<file path="config.mk">
export PLATFORM = sky130hd
export DESIGN_NAME = weight_stream_gen
export DESIGN_NICKNAME = d
export VERILOG_FILES = /design/src/rtl/weight_stream_gen_pkg.sv /design/src/rtl/rom.sv /design/src/rtl/weight_stream_gen_prefetch_buf.sv /design/src/rtl/weight_stream_gen.sv
export SDC_FILE = /design/constraint.sdc
export NUM_CORES = 1
export LEC_CHECK = 0
export CAP_MARGIN = 10
export CORE_UTILIZATION = 45
export CTS_CLUSTER_DIAMETER = 60
export DETAILED_ROUTE_END_ITERATION = 12
export PLACE_DENSITY = 0.67
export SYNTH_ARGS = -nofsm -noshare
export SYNTH_HDL_FRONTEND = slang
export SYNTH_MEMORY_MAX_BITS = 65536
export SYNTH_SLANG_ARGS = --single-unit
export TNS_END_PERCENT = 20
</file>
<file path="constraint.sdc">
create_clock -name ap_clk -period 6.4 [get_ports ap_clk]
set_clock_uncertainty 0.2 [all_clocks]
set_input_delay 0.96 -clock ap_clk [delete_from_list [all_inputs] [get_ports ap_clk]]
set_output_delay 0.96 -clock ap_clk [all_outputs]
set_load 0.01 [all_outputs]
</file>
<file path="src/rtl/weight_stream_gen_pkg.sv">
// Shared layer constants, FSM state codes and width helpers for the weight streamer.
package weight_stream_gen_pkg;

  localparam int unsigned coeff_width       = 16;
  localparam int unsigned kern_s_conv_0     = 288;
  localparam int unsigned repeat_s_conv_0   = 1;
  localparam int unsigned buf_depth_default = 4;

  localparam logic [1:0] ST_IDLE  = 2'd0;
  localparam logic [1:0] ST_RUN   = 2'd1;
  localparam logic [1:0] ST_DRAIN = 2'd2;

  // Counter width that never collapses to zero bits.
  function automatic int unsigned clog2_min1(input int unsigned n);
    return (n <= 1) ? 1 : $clog2(n);
  endfunction

endpackage

</file>
<file path="src/rtl/rom.sv">
// Coefficient ROM with a registered read port (latency 1); contents supplied by the system loader.
module rom #(
  parameter int unsigned W        = 16,
  parameter int unsigned DEPTH    = 288,
  parameter int unsigned AW       = 9,
  parameter string       MEM_FILE = ""
) (
  input  logic          clk,
  input  logic          ce,
  input  logic [AW-1:0] addr,
  output logic [W-1:0]  q
);

  logic [W-1:0] mem [DEPTH];
  logic [W-1:0] q_q;
  logic [W-1:0] q_d;

  always_comb begin
    q_d = q_q;
    if (ce) q_d = mem[addr];
  end

  always_ff @(posedge clk) begin
    q_q <= q_d;
  end

  assign q = q_q;

endmodule

</file>
<file path="src/rtl/weight_stream_gen_prefetch_buf.sv">
// Small synchronous FIFO holding {last, word} entries between the ROM and the output port.
module weight_prefetch_buf #(
  parameter int unsigned WIDTH = 17,
  parameter int unsigned DEPTH = 4,
  parameter int unsigned CW    = $clog2(DEPTH) + 1
) (
  input  logic             clk,
  input  logic             rst,
  input  logic             push,
  input  logic [WIDTH-1:0] din,
  input  logic             pop,
  output logic [WIDTH-1:0] dout,
  output logic [CW-1:0]    count,
  output logic             empty
);

  localparam int unsigned PW = $clog2(DEPTH);

  logic [WIDTH-1:0] mem_q [DEPTH];
  logic [WIDTH-1:0] mem_d [DEPTH];
  logic [PW-1:0]    wr_ptr_q, wr_ptr_d;
  logic [PW-1:0]    rd_ptr_q, rd_ptr_d;
  logic [CW-1:0]    count_q, count_d;
  logic             do_push;
  logic             do_pop;

  assign do_push = push && (count_q != CW'(DEPTH));
  assign do_pop  = pop && (count_q != '0);

  always_comb begin
    mem_d    = mem_q;
    wr_ptr_d = wr_ptr_q;
    rd_ptr_d = rd_ptr_q;
    if (do_push) begin
      mem_d[wr_ptr_q] = din;
      wr_ptr_d        = wr_ptr_q + PW'(1);
    end
    if (do_pop) rd_ptr_d = rd_ptr_q + PW'(1);
    count_d = count_q + CW'(do_push) - CW'(do_pop);
  end

  always_ff @(posedge clk or posedge rst) begin
    if (rst) begin
      for (int i = 0; i < int'(DEPTH); i++) mem_q[i] <= '0;
      wr_ptr_q <= '0;
      rd_ptr_q <= '0;
      count_q  <= '0;
    end else begin
      mem_q    <= mem_d;
      wr_ptr_q <= wr_ptr_d;
      rd_ptr_q <= rd_ptr_d;
      count_q  <= count_d;
    end
  end

  assign dout  = mem_q[rd_ptr_q];
  assign count = count_q;
  assign empty = (count_q == '0);

endmodule

</file>
<file path="src/rtl/weight_stream_gen.sv">
// Streams one layer's coefficients from ROM into its FIFO, REPEAT passes per start,
// with a credit-limited prefetch buffer so the stream runs at one word per cycle.
module weight_stream_gen
  import weight_stream_gen_pkg::*;
#(
  parameter int unsigned COEFF_WIDTH = coeff_width,
  parameter int unsigned KERN_SIZE   = kern_s_conv_0,
  parameter int unsigned REPEAT      = repeat_s_conv_0,
  parameter int unsigned BUF_DEPTH   = buf_depth_default,
  parameter string       MEM_FILE    = "./conv_0_weight.mem"
) (
  input  logic                   ap_clk,
  input  logic                   ap_rst,
  input  logic                   start,
  output logic                   idle,
  output logic                   done,
  output logic [COEFF_WIDTH-1:0] output_V_din,
  input  logic                   output_V_full_n,
  output logic                   output_V_write,
  output logic                   output_V_last
);

  localparam int unsigned AW = clog2_min1(KERN_SIZE);
  localparam int unsigned PW = clog2_min1(REPEAT + 1);
  localparam int unsigned OW = $clog2(BUF_DEPTH) + 1;

  localparam logic [AW-1:0] LAST_ADDR = AW'(KERN_SIZE - 1);
  localparam logic [PW-1:0] LAST_PASS = PW'((REPEAT == 0) ? 0 : REPEAT - 1);
  localparam logic [OW-1:0] CREDIT    = OW'(BUF_DEPTH);

  logic [1:0]             state_q, state_d;
  logic [AW-1:0]          addr_q, addr_d;
  logic [PW-1:0]          pass_q, pass_d;
  logic                   rd_vld_q, rd_vld_d;
  logic                   rd_last_q, rd_last_d;
  logic                   idle_q, idle_d;
  logic                   done_q, done_d;

  logic                   issue_c;
  logic                   issue_last_c;
  logic                   pop_c;
  logic [COEFF_WIDTH-1:0] rom_q;
  logic [COEFF_WIDTH:0]   buf_head;
  logic [OW-1:0]          buf_count;
  logic                   buf_empty;

  // Words already requested but not yet buffered count against the buffer space.
  assign issue_c      = (state_q == ST_RUN) && ((buf_count + OW'(rd_vld_q)) < CREDIT);
  assign issue_last_c = issue_c && (addr_q == LAST_ADDR);
  assign pop_c        = !buf_empty && output_V_full_n;

  always_comb begin
    state_d   = state_q;
    addr_d    = addr_q;
    pass_d    = pass_q;
    idle_d    = idle_q;
    done_d    = 1'b0;
    rd_vld_d  = issue_c;
    rd_last_d = issue_last_c;
    case (state_q)
      ST_IDLE: begin
        if (start) begin
          state_d = ST_RUN;
          addr_d  = '0;
          pass_d  = '0;
          idle_d  = 1'b0;
        end
      end
      ST_RUN: begin
        if (issue_last_c) begin
          addr_d = '0;
          if (REPEAT != 0) begin
            if (pass_q == LAST_PASS) state_d = ST_DRAIN;
            else                     pass_d  = pass_q + PW'(1);
          end
        end else if (issue_c) begin
          addr_d = addr_q + AW'(1);
        end
      end
      ST_DRAIN: begin
        // Finish when the word being popped now is the last one anywhere in the pipe.
        if (!rd_vld_q && (buf_count == OW'(pop_c))) begin
          state_d = ST_IDLE;
          idle_d  = 1'b1;
          done_d  = 1'b1;
        end
      end
      default: state_d = ST_IDLE;
    endcase
  end

  always_ff @(posedge ap_clk or posedge ap_rst) begin
    if (ap_rst) begin
      state_q   <= ST_IDLE;
      addr_q    <= '0;
      pass_q    <= '0;
      rd_vld_q  <= 1'b0;
      rd_last_q <= 1'b0;
      idle_q    <= 1'b1;
      done_q    <= 1'b0;
    end else begin
      state_q   <= state_d;
      addr_q    <= addr_d;
      pass_q    <= pass_d;
      rd_vld_q  <= rd_vld_d;
      rd_last_q <= rd_last_d;
      idle_q    <= idle_d;
      done_q    <= done_d;
    end
  end

  rom #(
    .W        (COEFF_WIDTH),
    .DEPTH    (KERN_SIZE),
    .AW       (AW),
    .MEM_FILE (MEM_FILE)
  ) u_rom (
    .clk  (ap_clk),
    .ce   (issue_c),
    .addr (addr_q),
    .q    (rom_q)
  );

  weight_prefetch_buf #(
    .WIDTH (COEFF_WIDTH + 1),
    .DEPTH (BUF_DEPTH),
    .CW    (OW)
  ) u_buf (
    .clk   (ap_clk),
    .rst   (ap_rst),
    .push  (rd_vld_q),
    .din   ({rd_last_q, rom_q}),
    .pop   (pop_c),
    .dout  (buf_head),
    .count (buf_count),
    .empty (buf_empty)
  );

  assign idle           = idle_q;
  assign done           = done_q;
  assign output_V_write = pop_c;
  assign output_V_din   = buf_head[COEFF_WIDTH-1:0];
  assign output_V_last  = buf_head[COEFF_WIDTH];

endmodule
</file>
==> results of run 1 <==
==> synthesized netlist by cell type <==
library cell,number
or4b_2,1
mux4_2,1
and3_1,1
buf_4,18
a21oi_2,1
nor2_1,5
nand4bb_1,1
nand4_1,1
a31o_2,1
nand2b_1,1
mux2_2,4
xnor2_1,4
nor4b_1,1
nor3b_2,1
dfstp_2,1
inv_1,11
or4_1,2
or4_4,1
nor3b_1,1
o31a_1,1
o41ai_4,1
or2_2,1
o21ai_0,6
dfrtp_1,25
buf_6,1
o31ai_1,3
a31oi_2,1
mux2i_1,1
ha_1,7
xor2_1,2
a21oi_1,6
nand3_1,8
fa_1,1
conb_1,1
or3_1,4
and3b_1,1
nor3_1,1
nand2_1,10
mux2i_2,1
o211ai_1,1
==> logic make-up after synthesis <==
family,synth area share (%)
and+or+nand+nor,15.9
buffers and inverters,12.6
DFF,43.8
AOI/OAI and AO/OA,10.5
adders and majority gates,7.23
muxes,6.14
xor gates and xnor gates,3.53
other,0.252
==> registers in the layout, summed over array words and instances, names as in the netlist <==
register,flops
u_buf.mem_q,4
rd_last_q,1
u_buf.wr_ptr_q,2
addr_q,9
done,1
state_q,2
u_buf.rd_ptr_q,2
u_buf.count,3
idle,1
rd_vld_q,1
==> layout make-up <==
cell class	count	area (um^2)	area share [%]
Clock buffer	3	22.5	1.43
Multi-Input combinational cell	99	704	44.7
Tap cell	44	55.1	3.49
Timing Repair Buffer	7	70.1	4.45
Sequential cell	26	652	41.4
Clock inverter	1	30.0	1.91
Inverter	11	41.3	2.62
==> through the flow <==
stage	power, mW	cells	instance area, um^2	utilization (%)
6_report	0.607	191	1580	50.8
3_5_place_dp	0.499	187	1520	49.1
5_1_grt	0.663	191	1580	50.8
4_1_cts	0.615	191	1580	50.8
2_1_floorplan	0.457	155	1540	-
3_3_place_gp	0.480	187	1520	49.1
==> critical path, cell delays in order <==
cell,delay (ps)
clkdlybuf4s50_1,460
o31a_1,210
clkdlybuf4s50_1,560
==> routing by layer <==
metal / share of wire (%) / up-vias
li1: - / 469
met1: 41 / 474
met2: 55 / 22
met3: 3.8 / 2
met4: 0.43 / 0
met5: 0 / -
==> how the worst min path moves through the flow <==
stage / start / to / slack, ps / cells after the start
floorplan: u_buf.rd_ptr_q[1] / u_buf.rd_ptr_q[1] / 250 / 1
global placement: idle / idle / 250 / 2
detailed placement: idle / idle / 260 / 2
CTS: idle / idle / 280 / 2
global route: idle / idle / 290 / 2
finish: idle / idle / 280 / 2
==> power by group <==
group / internal [mW] / switching, mW
Sequential: 0.210 / 0.0498
Clock: 0.0634 / 0.0514
Combinational: 0.101 / 0.131
Total: 0.374 / 0.232
==> impl_results.md, run 1 <==
- Outcome: finished, final reports clean
- Unique masters post-synth: 40
- Leak pwr: 0.714 nW
- Die Area: ~0.0035 mm^2
- Critical Path AT: ~2200 ps
- First-pass GRT wire length: 4.18 mm
- CTS Sinks: 26
- Post-route ant nets: 0
- Least-Margin Pin Slew: approximately 980 ps
- Grt ovf: 0
- Biggest area consumer among synthesized cells: dfrtp_1
- Yosys warns: 0
- Fillers: 279
- Via density: 5.06
- Startpoint type of the worst setup path: input pin
- Met3 track demand over resource: 3.93%
- Hold_buf cts: 0
- Drt initial violations: 20
- Hold Vio Cnt, Final: 0
- Worst min path class: reg2reg
- Port bufs: 7
- M2 GR Usage: slightly below 30%
- Ports: 24
- Met1 Track Usage GR: 18.2%
- Post-Synthesis Cells: 140
- Top-area cell type share of the netlist area: ~42%
- Die height: 59.5 um
- Inserted Clock Buffers: 3
- Crit-path max FO: 4
- Crit path launch: output_V_full_n
- Clock-pin slew on the worst setup and hold paths: approximately 140 ps
- Post-DR wirelength/cell: 12.3 um
- Final nets: 160
- Die X-Extent: 59.5 um
- Critical path capture point type: output port
- RSZ-0062 raised after global routing: false
- Fin crit share: between 50% and 60%
- Max-slew violations: 0
- Total core area: 0.00310 mm^2
- # Post-CTS Setup Buffers: 0
- Global route hottest layer: met2
- Clock buffer depth: 2
- Syn Std Cell Area: between 0.001 and 0.0015 mm^2
- # DRC: 0
- Drt pass-1 iters: 4
- Reg2Reg Depth: 7
- Ant diodes: 0
- Final setup TNS: 0 ps
- Number of global-route vias before repair: 967
- Hpwl dp: around 1.7 mm
- Drt total wl: 2.35 mm
- Post-cts resize count: 0
- Clk root buf: clkbuf_4
- FP Rows: 20
- Layout area overhead: 5.89%
- Largest net degree at the start of global routing: 27
- Worst hold margin: 281 ps
- Setup Viol. Count Final: 0
- Leading cell type in the layout, fill and taps excluded: dfrtp_1
- Worst Setup Slack, final: 3050 ps
- Synth area leaders: dfrtp_1, buf_4, ha_1, mux2_2, inv_1
- Max-cap violations: 0
- WS Path Type: in2out
- Layout cell share with drive strength beyond 1: 12.9%
- Post-synthesis sequential area ratio: 43.8%
- Setup crit end: output_V_write
- Skew-Pair Late Insertion Delay: 330 ps
- R2r endpoint: u_buf.count[2]
- Reg-to-reg startpoint: u_buf.count[2]
- Relative slew slack: a little over a third
- Dpl ws: a little over 3000 ps
- Synth Register Bits: 26
- Total GRT Usage: 15.6%
- Avg Cell Area, Syn: 10.6 um^2
- H-tree levels: 1
- Commonest non-fill, non-tap cells in the layout: dfrtp_1, conb_1, inv_1, nand2_1, nand3_1
- Antenna violations before repair: 0
- Vias: 967
- Reg-to-reg slack, setup: around 4000 ps
- Worst Path Required: 5240 ps
- GPL Wtd Cong: around 0.78
- Max IR drop VDD: 0.218 mV
- Power Density: between 300 and 400 mW/mm^2
- Initial Utilization: a little under half
- Tmin final: approximately 3300 ps
- Fmax: 299 MHz
- CTS tree: done
(Power assumes the default switching activity.)
==> inputs of run 2 (changes only) <==
--- a/config.mk
+++ b/config.mk
@@ -9,7 +9,7 @@
 export CORE_UTILIZATION = 45
 export CTS_CLUSTER_DIAMETER = 60
 export DETAILED_ROUTE_END_ITERATION = 12
-export PLACE_DENSITY = 0.67
+export PLACE_DENSITY = 0.7
 export SYNTH_ARGS = -nofsm -noshare
 export SYNTH_HDL_FRONTEND = slang
 export SYNTH_MEMORY_MAX_BITS = 65536
==> constraint.sdc (replaced) <==
create_clock -name ap_clk -period 2.71 [get_ports ap_clk]
set_clock_uncertainty 0.2 [all_clocks]
set_input_delay 0.4065 -clock ap_clk [delete_from_list [all_inputs] [get_ports ap_clk]]
set_output_delay 0.4065 -clock ap_clk [all_outputs]
set_load 0.01 [all_outputs]
==> run 2 against run 1 <==
  * Clock power grew 130%
  * Critical path depth increased by 4
  * First-iteration DRC count shrank 25%
  * Via count is 0.83% lower
  * Clock-buffer cell count unchanged
  * Largest cell class unchanged
==> impl_results.md, run 2 (synthesis gave the netlist of run 1 again) <==
- Outcome: finished, final reports clean
- Initial Utilization: 47.9%
- Highest-delay cell along the critical path: dfrtp_1
- Relative slew slack: around 64%
- Ports: 24
- Fin crit share: 89.0%
- Crit path launch: u_buf.count[2]
- Inserted Clock Buffers: 3
- GPL Wtd Cong: 0.737
- Post-cts resize count: 0
- Max-slew violations: 0
- Setup Viol. Count Final: 0
- Die X-Extent: 59.5 um
- Worst Setup Slack, final: roughly 300 ps
- Reg-to-reg slack, setup: approximately 300 ps
- R2r endpoint: u_buf.count[2]
- Leading cell type in the layout, fill and taps excluded: dfrtp_1
- Hold_buf cts: 0
- Critical Path AT: 2420 ps
- Antenna violations before repair: 0
- Worst Path Required: 2720 ps
- CTS tree: done
- Fmax: 415 MHz
- First-pass GRT wire length: 3.96 mm
- CTS Sinks: 26
- Reg2Reg Depth: 7
- Design Area, Final: 0.00159 mm^2
- Drt pass-1 iters: 4
- Crit-path max FO: 7
- Clock buffer depth: 2
- Post-route ant nets: 0
- Max-cap violations: 0
- Number of global-route vias before repair: 958
- FP Rows: 20
- Drt initial violations: 15
- Grt ovf: 0
- Hpwl dp: 1.74 mm
- Ant diodes: 0
- Worst min path class: in2async
- Dpl ws: between 200 and 250 ps
- Max reg flops: 9
- Vias: 959
- Least-Margin Pin Slew: 535 ps
- Max IR drop VDD: 0.728 mV
- Die Area: ~0.0035 mm^2
- Via density: approximately 5
- Clock-pin slew on the worst setup and hold paths: 140 ps
- Final nets: about 160
- Leak pwr: 0.724 nW
- # Post-CTS Setup Buffers: 0
- Layout cell share with drive strength beyond 1: 14.1%
- Die height: approximately 59 um
- Reg-to-reg startpoint: u_buf.count[2]
- Power Density: between 900 and 1000 mW/mm^2
- Hold Vio Cnt, Final: 0
- Critical path capture point type: flop
- Total GRT Usage: 15.0%
- Total core area: slightly above 0.003 mm^2
- # DRC: 0
- WS Path Type: reg2reg
- Startpoint type of the worst setup path: flop
- Post-DR wirelength/cell: about 12 um
- Largest net degree at the start of global routing: 27
- Clk root buf: clkbuf_4
- Biggest register: addr_q
- Area after DPL: ~0.0015 mm^2
- Slowest stage delay, CP: around 500 ps
- Final setup TNS: 0 ps
- Layout area overhead: 6.90%
- RSZ-0062 raised after global routing: false
- Most used cell, CP: ha_1
- Port bufs: 7
- Skew-Pair Late Insertion Delay: 320 ps
- Commonest non-fill, non-tap cells in the layout: dfrtp_1, conb_1, inv_1, nand2_1, nand3_1
- Final Util: 51.2%
- Drt total wl: 2.26 mm
- Tmin final: around 2400 ps
- Crit-path cells: o31a_1 -> ha_1 -> inv_1 -> ha_1 -> fa_1 -> xor2_1 -> xnor2_1
- H-tree levels: 1
==> run 2: cell count changes in the layout (fill, tap and decap cells not counted) <==
cell,previous run,this run
buf_4,0,2
==> run 2: cell type report <==
type	count	area, um^2
repair buffers	9	85.1
clock inverters	1	30.0
clock buffers	3	22.5
inverters	11	41.3
well taps	44	55.1
flip-flops and latches	26	652
fillers	315	1510
multi-input cells	99	704
==> run 2: worst max-delay path: cells and delay by family, from the launching register on <==
family	cells	cell delay, ps
compound gates	1	390
buf+inv	1	40
xor+xnor	2	290
flops	1	500
fa+ha+maj	3	880
==> run 2: how the worst max path moves through the flow <==
stage / to / cells past startpoint
after floorplan: state_q[1] / 5
after global placement: u_buf.count[2] / 8
after detailed placement: done / 5
after CTS: u_buf.count[2] / 7
after global routing: idle / 6
final: u_buf.count[2] / 7
==> run 2: stage by stage <==
step / instances / total power, mW / hold WS (ps)
floorplan: 155 / 1.08 / 246
global placement: 189 / 1.15 / 257
detailed placement: 189 / 1.19 / 259
CTS: 193 / 1.47 / 214
global route: 193 / 1.57 / 240
finish: 193 / 1.44 / 213
==> run 2: where the power goes <==
group / internal, mW / switching, mW / total [mW]
combinational: 0.253 / 0.311 / 0.564
sequential: 0.497 / 0.113 / 0.610
clock: 0.150 / 0.115 / 0.264
==> run 2: layer usage <==
metal	vias up	track usage, %	wire (um)
li1	471	-	-
met3	2	4.15	75
met5	-	0	0
met4	0	2.99	10
met2	11	29.4	1250
met1	475	15.9	927
==> inputs of run 3 (changes only) <==
--- a/config.mk
+++ b/config.mk
@@ -7,7 +7,6 @@
 export LEC_CHECK = 0
 export CAP_MARGIN = 10
 export CORE_UTILIZATION = 45
-export CTS_CLUSTER_DIAMETER = 60
 export DETAILED_ROUTE_END_ITERATION = 12
 export PLACE_DENSITY = 0.7
 export SYNTH_ARGS = -nofsm -noshare
==> results of run 3 <==
Final layout, timing and power as in run 2 (identical DEF).
